<file path="src/rtl/picoblaze_intc.sv">
// Interrupt controller for KCPSM6: up to 8 level/edge sources merged onto one
// interrupt line, with status, mask, vector and software-force registers on the port bus.
module picoblaze_intc #(
    parameter int unsigned NUM_IRQ     = 8,
    parameter logic [7:0]  BASE_ADDR   = 8'h80,
    parameter logic [7:0]  EDGE_MASK   = 8'h00,
    parameter int unsigned SYNC_STAGES = 2
) (
    input  logic               clk_sys,
    input  logic               reset_sys_n,
    input  logic [7:0]         port_id,
    input  logic [7:0]         out_port,
    input  logic               write_strobe,
    input  logic               read_strobe,
    input  logic [NUM_IRQ-1:0] irq_in,
    input  logic               interrupt_ack,
    output logic [7:0]         rd_data,
    output logic               rd_hit,
    output logic               interrupt
);

    localparam logic [7:0] CH_MASK    = 8'((16'd1 << NUM_IRQ) - 16'd1);
    localparam logic [7:0] EDGE_CH    = EDGE_MASK & CH_MASK;
    localparam logic [1:0] OFF_STATUS = 2'd0;
    localparam logic [1:0] OFF_MASK   = 2'd1;
    localparam logic [1:0] OFF_VECTOR = 2'd2;
    localparam logic [1:0] OFF_FORCE  = 2'd3;

    typedef enum logic [1:0] {
        ST_IDLE    = 2'd0,
        ST_REQ     = 2'd1,
        ST_SERVICE = 2'd2
    } state_t;

    // Lowest-numbered requesting channel wins; 8'hFF when nothing requests.
    function automatic logic [7:0] f_vector(input logic [7:0] req);
        logic [7:0] v;
        v = 8'hFF;
        for (int i = 7; i >= 0; i--) begin
            if (req[i]) begin
                v = 8'(i);
            end
        end
        return v;
    endfunction

    logic [7:0] r_sync [SYNC_STAGES];
    logic [7:0] r_prev;
    logic [7:0] r_pending;
    logic [7:0] r_mask;
    state_t     r_state;

    logic [7:0] w_irq_ext;
    logic [7:0] w_sync;
    logic [7:0] w_hw_set;
    logic       w_in_range;
    logic       w_wr;
    logic       w_wr_status;
    logic       w_wr_mask;
    logic       w_wr_force;
    logic [7:0] w_set;
    logic [7:0] w_clr;
    logic [7:0] w_pending_nxt;
    logic [7:0] w_req;
    logic       w_active;
    logic [7:0] w_rd_mux;
    logic       w_unused;

    assign w_unused   = read_strobe;
    assign w_irq_ext  = 8'(irq_in);
    assign w_sync     = r_sync[SYNC_STAGES-1];
    assign w_hw_set   = ((EDGE_CH & w_sync & ~r_prev) | (~EDGE_CH & w_sync)) & CH_MASK;
    assign w_in_range = (port_id[7:2] == BASE_ADDR[7:2]);
    assign w_wr       = write_strobe & w_in_range;
    assign w_wr_status = w_wr & (port_id[1:0] == OFF_STATUS);
    assign w_wr_mask   = w_wr & (port_id[1:0] == OFF_MASK);
    assign w_wr_force  = w_wr & (port_id[1:0] == OFF_FORCE);
    assign w_req      = r_pending & r_mask;
    assign w_active   = |w_req;

    // Set/clear sources for pending; set is applied after clear so it wins.
    always_comb begin
        w_set = w_hw_set;
        w_clr = 8'h00;
        if (w_wr_force) begin
            w_set = w_hw_set | out_port;
        end else begin
            w_set = w_hw_set;
        end
        if (w_wr_status) begin
            w_clr = out_port;
        end else begin
            w_clr = 8'h00;
        end
        w_pending_nxt = ((r_pending & ~w_clr) | w_set) & CH_MASK;
    end

    // Read-data mux for the addressed register.
    always_comb begin
        w_rd_mux = 8'h00;
        case (port_id[1:0])
            OFF_STATUS: w_rd_mux = r_pending;
            OFF_MASK:   w_rd_mux = r_mask;
            OFF_VECTOR: w_rd_mux = f_vector(w_req);
            OFF_FORCE:  w_rd_mux = 8'h00;
            default:    w_rd_mux = 8'h00;
        endcase
    end

    // Input synchroniser chain and edge-detect history.
    always_ff @(posedge clk_sys or negedge reset_sys_n) begin
        if (!reset_sys_n) begin
            for (int i = 0; i < SYNC_STAGES; i++) begin
                r_sync[i] <= 8'h00;
            end
            r_prev <= 8'h00;
        end else begin
            r_sync[0] <= w_irq_ext & CH_MASK;
            for (int i = 1; i < SYNC_STAGES; i++) begin
                r_sync[i] <= r_sync[i-1];
            end
            r_prev <= w_sync;
        end
    end

    // Pending and mask registers.
    always_ff @(posedge clk_sys or negedge reset_sys_n) begin
        if (!reset_sys_n) begin
            r_pending <= 8'h00;
            r_mask    <= 8'h00;
        end else begin
            r_pending <= w_pending_nxt;
            if (w_wr_mask) begin
                r_mask <= out_port & CH_MASK;
            end
        end
    end

    // Registered port-bus read path, driven every cycle for the in_port OR-mux.
    always_ff @(posedge clk_sys or negedge reset_sys_n) begin
        if (!reset_sys_n) begin
            rd_data <= 8'h00;
            rd_hit  <= 1'b0;
        end else begin
            rd_hit  <= w_in_range;
            rd_data <= w_in_range ? w_rd_mux : 8'h00;
        end
    end

    // Request FSM; interrupt is registered alongside the next state.
    always_ff @(posedge clk_sys or negedge reset_sys_n) begin
        if (!reset_sys_n) begin
            r_state   <= ST_IDLE;
            interrupt <= 1'b0;
        end else begin
            case (r_state)
                ST_IDLE: begin
                    if (w_active) begin
                        r_state   <= ST_REQ;
                        interrupt <= 1'b1;
                    end else begin
                        r_state   <= ST_IDLE;
                        interrupt <= 1'b0;
                    end
                end
                ST_REQ: begin
                    if (interrupt_ack) begin
                        r_state   <= ST_SERVICE;
                        interrupt <= 1'b0;
                    end else if (!w_active) begin
                        r_state   <= ST_IDLE;
                        interrupt <= 1'b0;
                    end else begin
                        r_state   <= ST_REQ;
                        interrupt <= 1'b1;
                    end
                end
                ST_SERVICE: begin
                    // Only end-of-interrupt releases service; acks here are ignored.
                    if (w_wr_status) begin
                        r_state <= ST_IDLE;
                    end else begin
                        r_state <= ST_SERVICE;
                    end
                    interrupt <= 1'b0;
                end
                default: begin
                    r_state   <= ST_IDLE;
                    interrupt <= 1'b0;
                end
            endcase
        end
    end

endmodule

</file>
<file path="config.mk">
export PLATFORM = sky130hd
export DESIGN_NAME = picoblaze_intc
export DESIGN_NICKNAME = d
export VERILOG_FILES = /design/src/rtl/picoblaze_intc.sv
export SDC_FILE = /design/constraint.sdc
export NUM_CORES = 1
export LEC_CHECK = 0
export ABC_AREA = 1
export CAP_MARGIN = 40
export CORE_MARGIN = 3
export CORE_UTILIZATION = 54
export DETAILED_ROUTE_END_ITERATION = 12
export PLACE_DENSITY = 0.84
export SLEW_MARGIN = 25
export SYNTH_ARGS = -nofsm -noshare
export SYNTH_HDL_FRONTEND = slang
export SYNTH_SLANG_ARGS = --single-unit
</file>
<file path="constraint.sdc">
create_clock -name clk_sys -period 1.7 [get_ports clk_sys]
set_clock_uncertainty 0.05 [all_clocks]
set_input_delay 0.34 -clock clk_sys [delete_from_list [all_inputs] [get_ports clk_sys]]
set_output_delay 0.34 -clock clk_sys [all_outputs]
set_load 0.01 [all_outputs]
</file>
After elaboration in Yosys (flattened, before gate mapping). Index checks and enable logic that the tools add are counted. W data, S select, Z words.

Logic and storage cells: 45. Register bits after elaboration: 44. Bits of input ports: 29. Output and inout bits: 10.

Eq/ne operators: 6. Reduce and logical (&&, ||, !) cells: 3. Bitwise operators: 9. Multiplexer cells: 19.

Operators with widths (count): $mux W8 (11); $pmux W8 S4 (1); $and A8 B8 Y8 (2); $or A8 B8 Y8 (2); $not A8 Y8 (1); $reduce_or A8 Y1 (1); $eq A2 B2 Y1 const B (3); $eq A6 B6 Y1 const B (1); $pmux W2 S3 (1); $and A1 B1 Y1 (4); $eq A2 B1 Y1 const B (2); $logic_not A2 Y1 (2); $mux W2 (2); $mux W1 (3); $pmux W1 S2 (1).

Longest topological paths before layout. Gate-level depths: netlist of run 1.

Depth in word-level cells: 11. Mapped depth: 9.

Worst setup path before layout of run 1. No wires, ideal clock.

Path type: input -> register. Start: in port_id[5]. End: reg r_pending[0]. Path buffers: 1. Arrival: 1.138 ns. Cell stages on the path: 7. Required time: 1.531 ns. Setup slack: 0.392 ns. Library setup time: 0.119 ns. Cells stage by stage: nor2_2 > nand4_4 > nor2_4 > buf_6 > nand2_8 > o21ai_2 > nand2_1.

Word-level cells in the longest chain between the ends: 7.

Ends and longest elaborated chain: from (decl) (RTL line 11) `input logic [7:0] port_id,`; $eq A6 B6 Y1 * (RTL line 73) `assign w_in_range = (port_id[7:2] == BASE_ADDR[7:2]);`; $and A1 B1 Y1 * (RTL line 74) `assign w_wr = write_strobe & w_in_range;`; $and A1 B1 Y1 (RTL line 75) `assign w_wr_status = w_wr & (port_id[1:0] == OFF_STATUS);`; $mux W8 (RTL line 90) `if (w_wr_status) begin`; $not A8 Y8 (RTL line 95) `w_pending_nxt = ((r_pending & ~w_clr) | w_set) & CH_MASK;`; $and A8 B8 Y8 (RTL line 95); $or A8 B8 Y8 * (RTL line 95); via w_pending_nxt[0] (RTL line 63) `logic [7:0] w_pending_nxt;`; to (signal assigned) (RTL line 132) `r_pending <= w_pending_nxt;`; to (decl) (RTL line 49) `logic [7:0] r_pending;`.

Mark *: on every way through the listed nets, which the timed path passes. The rest lies on a longest branch. A chain may end at the register's enable or synchronous reset.

Final worst setup path of run 1.
Start: reg rd_data[2]. End: out rd_data[2].

RTL lines: from (decl) (RTL line 17) `output logic [7:0] rd_data,`; from (signal assigned) (RTL line 146) `rd_data <= w_in_range ? w_rd_mux : 8'h00;`.

No word-level cell between the ends.

==> impl_metrics.py, run 1 <==
metrics = {
    "outcome": {
        "status": "finished, violations left",
        "violations": "hold timing",
    },
    "clocking": {
        "clockBufferDepth": 2,
        "path_clk_slew_ns": 0.12,
        "cts_tree": "yes",
        "clock-root-buffer": "clkbuf_4",
        "worstSkewPairLatency_ns": 0.35,
        "cts_sinks": 44,
        "ctsHoldBuffers": 0,
        "h-tree-depth": 2,
        "cts_buffers": 5,
    },
    "synth": {
        "synth_nets": 227,
        "ys.warnings.count": 0,
        "seq_area_frac_synth": 0.594,
        "netlist_instances": 198,
        "synth.avg_cell_area_um2": 9.36,
        "synthesis.area_mm2": 0.00185,
        "synth-seq-cells": 44,
        "synth.distinct_cells": 17,
    },
    "timing": {
        "rsz0062_at_grt": "false",
        "finalHoldViolCount": 44,
        "period_share": 0.951,
        "final_max_slew_viol_count": 0,
        "setup_ws_ns": 0.0827,
        "relSlewSlack": 0.651,
        "fmax_ghz": 0.618,
        "whs_ns": -0.0232,
        "fin_setup_tns_ns": 0,
        "fin_crit_ns": 1.62,
        "setup_viol": 0,
        "worstMarginPinSlew_ns": 0.523,
    },
    "critical_path": {
        "cp-startpoint": "rd_data[2]$_DFF_PN0_",
        "cp_slowest_cell": "clkdlybuf4s50_1",
        "cp_top_family": "buffers and inverters",
        "path_buf_inv": 1,
        "cpPeakStageDelay_ns": 0.53,
        "worst_setup_path_end_kind": "output pin",
        "crit_fanout": 1,
        "r2r_setup_slack_ns": 0.33,
        "path_cells": "clkdlybuf4s50_1",
        "crit_type": "reg -> out",
        "r2r_cells": 5,
        "worstSetupPathDepth": 1,
        "cp-start-kind": "register",
        "endpoint": "rd_data[2]",
        "r2r-start": "r_pending[4]$_DFF_PN0_",
        "worstReg2RegEnd": "rd_data[4]$_DFF_PN0_",
        "worstPathArrival_ns": 1.23,
        "cp.required_ns": 1.31,
    },
    "die": {
        "coreArea_mm2": 0.00315,
        "dieHeight_um": 64.6,
        "die_area_mm2": 0.00417,
        "num_rows": 20,
        "initial_core_util": 0.588,
        "die_w_um": 64.6,
        "pin_count": 39,
    },
    "layout": {
        "layout_commonest_cell": "nand2_1",
        "final_cell_mix": "nand2_1, dfrtp_1, inv_1, clkdlybuf4s50_1, o21ai_2",
        "utilization": 0.769,
        "drive_gt1_frac": 0.145,
        "syn_to_final_growth_pct": 30.9,
        "diodes": 0,
        "final.fill_count": 237,
        "finalInstanceArea_mm2": 0.00243,
        "nNetsFinal": 276,
    },
    "route": {
        "vias_per_cell": 4.79,
        "drt_pass1_iterations": 4,
        "drt_iter0_markers": 72,
        "ant_nets": 0,
        "wl_mm": 3.28,
        "post-route-drc-count": 0,
        "via_count": 1399,
        "wire_per_inst_um": 11.2,
    },
    "pwr": {
        "ir_drop_mv": 0.494,
        "p_leak_nw": 1.20,
        "power.density_mw_per_mm2": 865,
        "power.total_mw": 2.10,
    },
    "global_route": {
        "antenna_found_initial": 0,
        "grt_max_degree": 45,
        "grt_pass1_wl_mm": 5.66,
        "grt_usage": 0.180,
        "grt_remaining_overflow": 0,
        "grt_pass1_vias": 1253,
    },
    "job": {
        "maxCapViolations": 0,
    },
    "placed_design": {
        "dp_worst_setup_slack_ns": -0.168,
        "dpl_cell_area_mm2": 0.00233,
        "place_hpwl_mm": 2.42,
        "gp_congestion": 0.840,
        "port_buffers": 37,
    },
    "min_path": {
        "hold_path.class": "in -> async",
    },
}
-- sequential cells by signal, indices dropped and copies added, names as in the netlist --
register	cells
interrupt	1
r_mask	8
r_pending	8
r_state	2
r_sync	8
rd_data	8
rd_hit	1
w_hw_set	8
-- Yosys cell counts --
master / instances / area (um^2)
a21oi_1: 4 / 20.0
a31oi_1: 8 / 50.1
buf_6: 2 / 22.5
clkinv_1: 2 / 7.51
dfrtp_1: 44 / 1100
inv_1: 35 / 131
nand2_1: 68 / 255
nand2_2: 1 / 6.26
nand2_8: 1 / 20.0
nand3_1: 9 / 45.0
nand4_4: 1 / 21.3
nor2_1: 3 / 11.3
nor2_2: 2 / 12.5
nor2_4: 1 / 11.3
o21ai_0: 1 / 5.00
o21ai_1: 2 / 10.0
o21ai_2: 14 / 123
-- stage by stage --
step	std cells	hold slack [ns]
floorplan	198	-0.00559
global placement	284	0.283
finish	292	-0.0232
global route	292	0.00115
CTS	292	0.00348
detailed placement	284	0.287
-- worst min-delay path by stage --
stage          cells after the start                endpoint                 start  slack [ns]
2_1_floorplan                      0     interrupt$_DFF_PN0_           reset_sys_n      -0.006
5_1_grt                            2    rd_data[1]$_DFF_PN0_           reset_sys_n       0.001
6_report                           2        rd_hit$_DFF_PN0_           reset_sys_n       -0.02
4_1_cts                            2  r_pending[5]$_DFF_PN0_           reset_sys_n       0.003
3_5_place_dp                       0   w_hw_set[0]$_DFF_PN0_   r_sync[8]$_DFF_PN0_        0.29
3_3_place_gp                       0   w_hw_set[2]$_DFF_PN0_  r_sync[10]$_DFF_PN0_        0.28
-- where the power goes --
| part | internal [mW] | total, mW | leakage, nW | switching, mW |
|---|---|---|---|---|
| Sequential | 1.10 | 1.12 | 0.531 | 0.0204 |
| Combinational | 0.122 | 0.262 | 0.619 | 0.139 |
| Clock | 0.390 | 0.714 | 0.0515 | 0.324 |
-- area by class of cell --
class | instances | area [um^2] | area share
clock buffers | 7 | 65.1 | 0.0268
inverters | 37 | 139 | 0.0572
well taps | 44 | 55.1 | 0.0227
flip-flops and latches | 44 | 1100 | 0.454
repair buffers | 44 | 445 | 0.184
clock inverters | 1 | 30.0 | 0.0124
multi-input cells | 115 | 591 | 0.243
-- routing by layer --
metal	track usage	vias to the layer above	share of wire
li1	-	709	-
met1	0.217	646	0.42
met2	0.307	36	0.51
met3	0.0572	8	0.054
met4	0.0554	0	0.015
met5	0	-	0
-- logic make-up (layout without fill, tap and decap cells) --
family	count (synthesis)	after routing	synth area share
buf+inv	39	89	0.0871
flops	44	44	0.594
compound gates	29	29	0.112
simple gates	86	86	0.207
-- timing repair --
item / CTS / global route
resized for setup: 0 / 1
setup buffers: 0 / 0
endpoints found under the setup margin: 0 / 1
No activity file was read; power rests on OpenSTA's default activity.
==> run 2: changes to the inputs <==
CTS_CLUSTER_DIAMETER = 80   (was unset)
CTS_CLUSTER_SIZE = 24   (was unset)
==> results of run 2 <==
The final DEF is identical to that of run 1; final timing and power are the same.
==> run 3: changes to the inputs <==
CTS_CLUSTER_DIAMETER = unset   (was 80)
==> results of run 3 <==
The final DEF is identical to that of run 1; final timing and power are the same.
